File: src/rtl/dmem_bridge_pkg.sv
// dmem_bridge_pkg: memop bit indices, FSM states and load kinds shared by the data-memory bridge
package dmem_bridge_pkg;
  localparam int MMOP_W = 12;
  localparam int MOP_LB = 0, MOP_LBU = 1, MOP_LH = 2, MOP_LHU = 3, MOP_LW = 4, MOP_SB = 5;
  localparam int MOP_SH = 6, MOP_SW = 7, MOP_LWL = 8, MOP_LWR = 9, MOP_SWL = 10, MOP_SWR = 11;
  typedef enum logic [2:0] {DB_IDLE, DB_ADDR, DB_WAIT, DB_DONE, DB_DISCARD} db_state_t;
  typedef enum logic [2:0] {LD_W, LD_B, LD_BU, LD_H, LD_HU, LD_WL, LD_WR} ld_kind_t;
  function automatic logic [MMOP_W-1:0] mop_oh(input int i);
    return MMOP_W'(1) << i;
  endfunction
endpackage

File: src/rtl/dmem_bridge_load_align.sv
// load_align: little-endian load byte/half selection, sign/zero extension and lwl/lwr merge with rt
module load_align
  import dmem_bridge_pkg::*;
(
  input  ld_kind_t    kind,
  input  logic [1:0]  off,
  input  logic [31:0] rt,
  input  logic [31:0] w,
  output logic [31:0] res
);
  logic [7:0]  b;
  logic [15:0] h;
  logic [4:0]  shl;
  logic [4:0]  shr;
  // select the addressed lane, extend it, or merge the unaligned word with rt
  always_comb begin
    b   = w[{off, 3'b000} +: 8];
    h   = off[1] ? w[31:16] : w[15:0];
    shl = {~off, 3'b000};
    shr = {off, 3'b000};
    res = kind == LD_B  ? {{24{b[7]}}, b} :
          kind == LD_BU ? {24'h0, b} :
          kind == LD_H  ? {{16{h[15]}}, h} :
          kind == LD_HU ? {16'h0, h} :
          kind == LD_WL ? (w << shl) | (rt & ~(32'hffff_ffff << shl)) :
          kind == LD_WR ? (w >> shr) | (rt & ~(32'hffff_ffff >> shr)) : w;
  end
endmodule

File: src/rtl/dmem_bridge.sv
// dmem_bridge: memory-stage data access onto an SRAM-like bus; lwl/lwr/swl/swr enabled by DMEM_BRIDGE_LWLR_EN
module dmem_bridge
  import dmem_bridge_pkg::*;
#(
  parameter int ADDR_W = 32,
  parameter int DATA_W = 32
) (
  input  logic              clk,
  input  logic              rst,
  input  logic              flush_i,
  input  logic              stall_i,
  input  logic              req_en_i,
  input  logic [3:0]        req_wen_i,
  input  logic [ADDR_W-1:0] req_addr_i,
  input  logic [1:0]        req_addr_lo_i,
  input  logic [DATA_W-1:0] req_wdata_i,
  input  logic [1:0]        req_size_i,
  input  logic [MMOP_W-1:0] req_memop_i,
  input  logic [DATA_W-1:0] req_rt_i,
  output logic              data_req_o,
  output logic              data_wr_o,
  output logic [1:0]        data_size_o,
  output logic [ADDR_W-1:0] data_addr_o,
  output logic [3:0]        data_wstrb_o,
  output logic [DATA_W-1:0] data_wdata_o,
  input  logic              data_addr_ok_i,
  input  logic              data_data_ok_i,
  input  logic [DATA_W-1:0] data_rdata_i,
  output logic              stallreq_o,
  output logic              rvalid_o,
  output logic [DATA_W-1:0] rdata_o
);
  db_state_t         state, nxt;
  ld_kind_t          kind, kind_q;
  logic              raw, acc, kill, flush_q, unused;
  logic [3:0]        wen_q;
  logic [1:0]        lo_q, size_q;
  logic [ADDR_W-1:0] addr_q;
  logic [DATA_W-1:0] wdata_q, rt_q, rdata_q, aligned;
  assign acc    = req_en_i & ~flush_i & (state == DB_IDLE | (state == DB_DONE & ~stall_i));
  assign kill   = flush_q | flush_i;
  assign unused = ^req_memop_i;
  // decode the one-hot memop; without the unaligned feature those ops degrade to plain word accesses
  always_comb begin
    kind = req_memop_i[MOP_LB]  ? LD_B  :
           req_memop_i[MOP_LBU] ? LD_BU :
           req_memop_i[MOP_LH]  ? LD_H  :
           req_memop_i[MOP_LHU] ? LD_HU : LD_W;
`ifdef DMEM_BRIDGE_LWLR_EN
    kind = req_memop_i[MOP_LWL] ? LD_WL : req_memop_i[MOP_LWR] ? LD_WR : kind;
    raw  = 1'b0;
`else
    raw  = |req_memop_i[MOP_SWR:MOP_LWL];
`endif
  end
  load_align u_align (
    .kind (kind_q),
    .off  (lo_q),
    .rt   (rt_q),
    .w    (data_rdata_i),
    .res  (aligned)
  );
  // state register
  always_ff @(posedge clk) state <= rst ? DB_IDLE : nxt;
  // next state: address phase holds until addr_ok, a flush anywhere before data_ok diverts to discard
  always_comb begin
    nxt = state;
    case (state)
      DB_IDLE:    nxt = acc ? DB_ADDR : DB_IDLE;
      DB_ADDR:    nxt = ~data_addr_ok_i ? DB_ADDR : kill ? DB_DISCARD : DB_WAIT;
      DB_WAIT:    nxt = flush_i ? (data_data_ok_i ? DB_IDLE : DB_DISCARD) : data_data_ok_i ? DB_DONE : DB_WAIT;
      DB_DONE:    nxt = flush_i ? DB_IDLE : stall_i ? DB_DONE : acc ? DB_ADDR : DB_IDLE;
      DB_DISCARD: nxt = data_data_ok_i ? DB_IDLE : DB_DISCARD;
      default:    nxt = DB_IDLE;
    endcase
  end
  // state-decoded handshake and status outputs
  always_comb begin
    data_req_o = state == DB_ADDR;
    stallreq_o = state inside {DB_ADDR, DB_WAIT, DB_DISCARD};
    rvalid_o   = state == DB_DONE & ~|wen_q & ~flush_i;
  end
  assign data_wr_o    = |wen_q;
  assign data_size_o  = size_q;
  assign data_addr_o  = addr_q | ADDR_W'(lo_q);
  assign data_wstrb_o = wen_q;
  assign data_wdata_o = wdata_q;
  assign rdata_o      = rdata_q;
  // request capture on acceptance, flush tracking in the address phase, load result capture
  always_ff @(posedge clk) begin
    if (rst) begin
      wen_q   <= '0;
      addr_q  <= '0;
      lo_q    <= '0;
      wdata_q <= '0;
      size_q  <= '0;
      kind_q  <= LD_W;
      rt_q    <= '0;
      flush_q <= 1'b0;
      rdata_q <= '0;
    end else begin
      if (acc) begin
        wen_q   <= (raw && |req_wen_i) ? 4'hf : req_wen_i;
        addr_q  <= req_addr_i;
        lo_q    <= raw ? 2'd0 : req_addr_lo_i;
        wdata_q <= req_wdata_i;
        size_q  <= raw ? 2'd2 : req_size_i;
        kind_q  <= kind;
        rt_q    <= req_rt_i;
      end
      flush_q <= state == DB_ADDR & kill;
      if (state == DB_WAIT & data_data_ok_i & ~flush_i & ~|wen_q) rdata_q <= aligned;
    end
  end
endmodule

File: config.mk
export PLATFORM = sky130hd
export DESIGN_NAME = dmem_bridge
export DESIGN_NICKNAME = d
export VERILOG_FILES = /design/src/rtl/dmem_bridge_pkg.sv /design/src/rtl/dmem_bridge_load_align.sv /design/src/rtl/dmem_bridge.sv
export SDC_FILE = /design/constraint.sdc
export NUM_CORES = 1
export LEC_CHECK = 0
export CELL_PAD_IN_SITES_DETAIL_PLACEMENT = 1
export CELL_PAD_IN_SITES_GLOBAL_PLACEMENT = 2
export CORE_MARGIN = 1.5
export CORE_UTILIZATION = 23
export CTS_CLUSTER_DIAMETER = 150
export DETAILED_ROUTE_END_ITERATION = 6
export GPL_TIMING_DRIVEN = 0
export PLACE_DENSITY_LB_ADDON = 0.1
export SYNTH_ARGS = -nofsm -noshare
export SYNTH_HDL_FRONTEND = slang
export SYNTH_SLANG_ARGS = --single-unit
File: constraint.sdc
create_clock -name clk -period 2.51 [get_ports clk]
set_input_delay 0.753 -clock clk [delete_from_list [all_inputs] [get_ports clk]]
set_output_delay 0.753 -clock clk [all_outputs]
set_load 0.1 [all_outputs]
* Yosys cells after proc, flatten, opt, wreduce, memory -nomap -nowiden
Index checks and enable logic that the tools add are counted.
Widths: inputs -> output; s select.
** Word-level totals
- Word-level logic and storage cells :: 76
- Register bits after elaboration :: 143
- Output and inout bits :: 106
- Memory bits (writable) :: 0
- Memories :: 0
- Latch bits :: 0
- Bits in read-only memories :: 0
** Cells by class
- Multiply operators :: 0
- Equality and inequality tests :: 10
- Bitwise gates (word level) :: 21
- $lt $le $gt $ge :: 0
- Multiplexer cells :: 23
- Shifts and indexed selects :: 5
- Divide/modulo/power cells :: 0
- Reductions and logical operators :: 7
- Add/subtract/negate cells :: 0
** Operator list (number)
- $mux 32 :: 6
- $and 32x32->32 :: 2
- $not 32->32 :: 2
- $or 32x32->32 :: 2
- $or 32x2->32 :: 1
- $shiftx 32x6->8 :: 1
- $shl 32x5->32 :: 1
- $shl 32x5->32 const A :: 1
- $shr 32x5->32 :: 1
- $shr 32x5->32 const A :: 1
- $mux 3 :: 8
- $mux 16 :: 1
- $pmux 3 s5 :: 1
- $eq 3x2->1 const B :: 4
- $eq 3x3->1 const B :: 4
- $reduce_or 4->1 :: 3
- $and 1x1->1 :: 9
- $mux 2 :: 4
- $eq 3x1->1 const B :: 2
- $mux 4 :: 1
- $logic_not 3->1 :: 1
- $reduce_bool 3->1 :: 1
- $mux 1 :: 2
- $not 1->1 :: 2
- other kinds (4) :: 5

* Depth between registers and ports, before layout
- Depth after elaboration :: 10
- Depth in mapped cells :: 8
- Gate-level depth less buffers :: 5

* By module
Synthesis repeated with hierarchy kept, for this count alone.
** Second synthesis, totals
- Cells, all modules :: 1047
- Area, all modules :: 9238.9 um2
** Modules (own cells, without submodules)
- dmem_bridge :: seq. area each 2862.7 um2, area an instance 6716.4 um2, instances 1, cells each 678
- load_align :: seq. area each 0.0 um2, area an instance 2522.4 um2, instances 1, cells each 369

* Worst setup path before layout
OpenSTA, ideal clock, no wires.
- Path kind :: register to output
- Start point :: register wen_q[3], in the netlist data_wstrb_o[3]
- End point :: output port rvalid_o
- Path slack :: -1892 ps
- Data required time :: 1757 ps
- Path buffers :: 0
- Cell stages (with the launch flop) :: 3
- Data arrival time :: 3649 ps
- Cells stage by stage :: dfxtp_1 or4_4 nor3_1
** Between the ends
- Longest elaborated chain between the ends :: 4
** Ends and longest elaborated chain
- from (decl) :: RTL line dmem_bridge.sv:36 : logic [3:0] wen_q;
- from (signal assigned) :: RTL line dmem_bridge.sv:103 : wen_q <= (raw && |req_wen_i) ? 4'hf : req_wen_i;
- $reduce_or 4->1
- net data_wr_o :: RTL line dmem_bridge.sv:21 : output logic data_wr_o,
- $logic_not 1->1 :: RTL line dmem_bridge.sv:81 : rvalid_o = state == DB_DONE & ~|wen_q & ~flush_i;
- $and 1x1->1 (2 in a row) :: RTL line dmem_bridge.sv:81
- to (decl) :: RTL line dmem_bridge.sv:30 : output logic rvalid_o,
The timed path passes the listed nets, and every way through them passes these cells.

* Final worst setup path
- Start point :: input port flush_i
- End point :: output port rvalid_o
** Between the ends
- Longest elaborated chain between the ends :: 2
** Ends and longest elaborated chain
- from (decl) :: RTL line dmem_bridge.sv:10 : input logic flush_i,
- $not 1->1 :: RTL line dmem_bridge.sv:81
- $and 1x1->1 :: RTL line dmem_bridge.sv:81
No other way between the ends.

==> run summary <==
top_reg_cell synth: sky130_fd_sc_hd__dfxtp_1
die footprint: 0.0333 mm^2
width of the die: 182 um
min setup slack post-route: 0.00719 ns
latest clock arrival within the worst-skew pair: 0.46 ns
count of unresolved DRC violations after routing: 0
Pre-Repair DR Iteration Count: 5
Slew Viols, Final: 0
met1 usage: 0.244
Final Hold Slack: 0.453 ns
final number of hold-violating endpoints: 0
worst-case clock buffer depth: 2
CTS hold repair buffers: 0
number of sinks handled by clock tree synthesis: 143
count of unique library cells instantiated by Yosys: 55
setup tns final: 0 ns
GRT Residual Overflow: 0
Power Density: 615 mW/mm^2
Crit Reg-Reg Endpoint: rdata_o[8]$_SDFFE_PP0P_
beginning of the worst register-to-register path: lo_q[1]$_SDFFE_PP0P_
non-filler instance count after layout: 1629
clock-pin slew on the worst setup and hold paths: 0.06 ns
Worst Setup End Kind: output port
utilization of the core after routing: 0.353
Synth Register Bits: 143
most used cells in the layout excluding fill and tap cells: 219 x sky130_fd_sc_hd__nand2_1, 144 x sky130_fd_sc_hd__clkdlybuf4s50_1, 138 x sky130_fd_sc_hd__dfxtp_1, 127 x sky130_fd_sc_hd__a21oi_1, 74 x sky130_fd_sc_hd__dlygate4sd2_1
drt wl/cell: 20.7 um
initial core utilization: 0.234
number of global-route vias before repair: 8424
Synth async-reset ratio: 0
Leak Pwr: 4.29 nW
Setup Crit Path Kind: input port to output port
detailed router's first-iteration violation count: 390
maximum fanout encountered on the critical timing path: 5
count of input and output buffers: 255
layout cells sized above 1: 0.158
Antenna Violating Nets Remaining: 0
Final Instance Area: 0.0112 mm^2
clock tree from TritonCTS: built
area of the mapped netlist: 0.00741 mm^2
met3 demand-to-capacity share in global routing: 0.0764
placed cells: 1592
Core Region: 0.0316 mm^2
clock tree root buffer cell: sky130_fd_sc_hd__clkbuf_16
worst min path class: flip-flop to flip-flop
placed cell area: 0.0105 mm^2
VDD IR max: 0.521 mV
status: finished clean
average footprint of a synthesized cell: 7.92 um^2
achievable clock frequency: 400 MHz
total I/O pin count: 261
busiest grt layer: met2
CP Launch Type: input port
Worst Path Required: 1.76 ns
layout overhead on the synthesized area: 50.8%
gate count after technology mapping: 935
Synthesis Warnings: 0
end point of the critical path: rvalid_o
half-perimeter wire length after detailed placement: 25600 um
antenna diode count: 0
Tcrit/Tclk final: 0.997
total of endpoints with negative setup slack in the final report: 0
site row count: 65
Tightest Pin Transition: 1.04 ns
global-route wire length before repair: 51100 um
CTS HTree Levels: 4
count of flip-flops with a built-in enable after synthesis: 0
nets@finish: 1369
Detailed Route WL: 33800 um
global routing usage on met2: 0.334
count of vias placed by the detailed router: 7938
die outline height: 182 um
r2r setup slk: 0.08 ns
number of antenna violations at the first check in global routing: 4
per-cell via count in the routed design: 4.87
clock buffer count from CTS: 17
sequential area share after synthesis: 0.386
Final Critical Period: 2.50 ns
most common cell after layout, fill and taps aside: sky130_fd_sc_hd__nand2_1
Maximum Capacitance Violations: 0
critical path startpoint: flush_i
final estimated routing congestion in global placement: 0.842
gr usage total: 0.207
setup clock skew after layout: 0.0182 ns
Slew HR: 0.308
worst slack after detailed placement: -1.38 ns
signal arrival time at the worst endpoint: 1.75 ns
Net Count, Synth: 1090
length in cells of the worst reg-to-reg path: 6
RSZ-0062 raised after global routing: yes
maximum number of pins on one net before global-route repair: 17
post-route total power: 6.88 mW
## power breakdown
group	switching (mW)	internal, mW	leakage [nW]
Sequential	0.0621	2.36	1.17
Combinational	0.936	0.488	2.80
Clock	1.15	1.88	0.325
## cell families after synthesis
logic type	synth area share
compound gates	0.226
xor+xnor	0.00236
buf+inv	0.0762
flops	0.386
mux	0.112
simple gates	0.197
## flip-flops by register name (all words and copies together) (netlist names)
| signal | flops |
|---|---|
| rt_q | 32 |
| kind_q | 3 |
| rdata_o | 32 |
| state | 3 |
| data_wstrb_o | 4 |
| data_size_o | 2 |
| flush_q | 1 |
| data_wdata_o | 32 |
| lo_q | 2 |
| addr_q | 32 |
## layout make-up
type	instances	area [um^2]
buffer	102	543
clock buffer	17	425
clock inverter	15	256
fill	3779	20500
inverter	10	37.5
multi-input combinational	674	4040
sequential	143	2870
tap	402	503
timing repair buffer	266	2500
## synth_stat cells (14+ instances only)
cell                       count  area (um^2)
sky130_fd_sc_hd__nand2_1     219          822
sky130_fd_sc_hd__dfxtp_1     143         2860
sky130_fd_sc_hd__a21oi_1     128          641
sky130_fd_sc_hd__clkbuf_1     61          229
sky130_fd_sc_hd__nor2_1       58          218
sky130_fd_sc_hd__mux2_2       38          428
sky130_fd_sc_hd__buf_4        31          233
sky130_fd_sc_hd__mux2i_1      27          270
sky130_fd_sc_hd__a221oi_1     22          193
sky130_fd_sc_hd__o21ai_0      21          105
sky130_fd_sc_hd__a31oi_1      14         87.6
## layer usage
metal | routed length (um) | vias to the layer above
met5 | 27 | -
met4 | 1160 | 4
met3 | 2830 | 47
met2 | 15400 | 253
met1 | 14300 | 3791
li1 | - | 3843
## timing repair
action | in CTS | in global routing
gates resized for setup | 196 | 44
setup buffers | 8 | 3
pin swaps | 3 | 0
endpoints found under the setup margin | 195 | 103
## worst min path at each step
stage                                        from                            end  slack, ns  depth (start not counted)
finish              data_wdata_o[18]$_SDFFE_PP0P_  data_wdata_o[18]$_SDFFE_PP0P_       0.45                          2
detailed placement         addr_q[7]$_SDFFE_PP0P_         addr_q[7]$_SDFFE_PP0P_       0.45                          2
global placement    data_wdata_o[10]$_SDFFE_PP0P_  data_wdata_o[10]$_SDFFE_PP0P_       0.44                          2
global route        data_wdata_o[26]$_SDFFE_PP0P_  data_wdata_o[26]$_SDFFE_PP0P_       0.47                          2
CTS                 data_wdata_o[18]$_SDFFE_PP0P_  data_wdata_o[18]$_SDFFE_PP0P_       0.46                          2
floorplan                  addr_q[0]$_SDFFE_PP0P_         addr_q[0]$_SDFFE_PP0P_       0.43                          2
## critical path: stages
cell and delay [ns]:
sky130_fd_sc_hd__dlygate4sd2_1 0.29, sky130_fd_sc_hd__or2_4 0.31, sky130_fd_sc_hd__nor3_4 0.20, sky130_fd_sc_hd__buf_12 0.20
(Power assumes the default switching activity.)
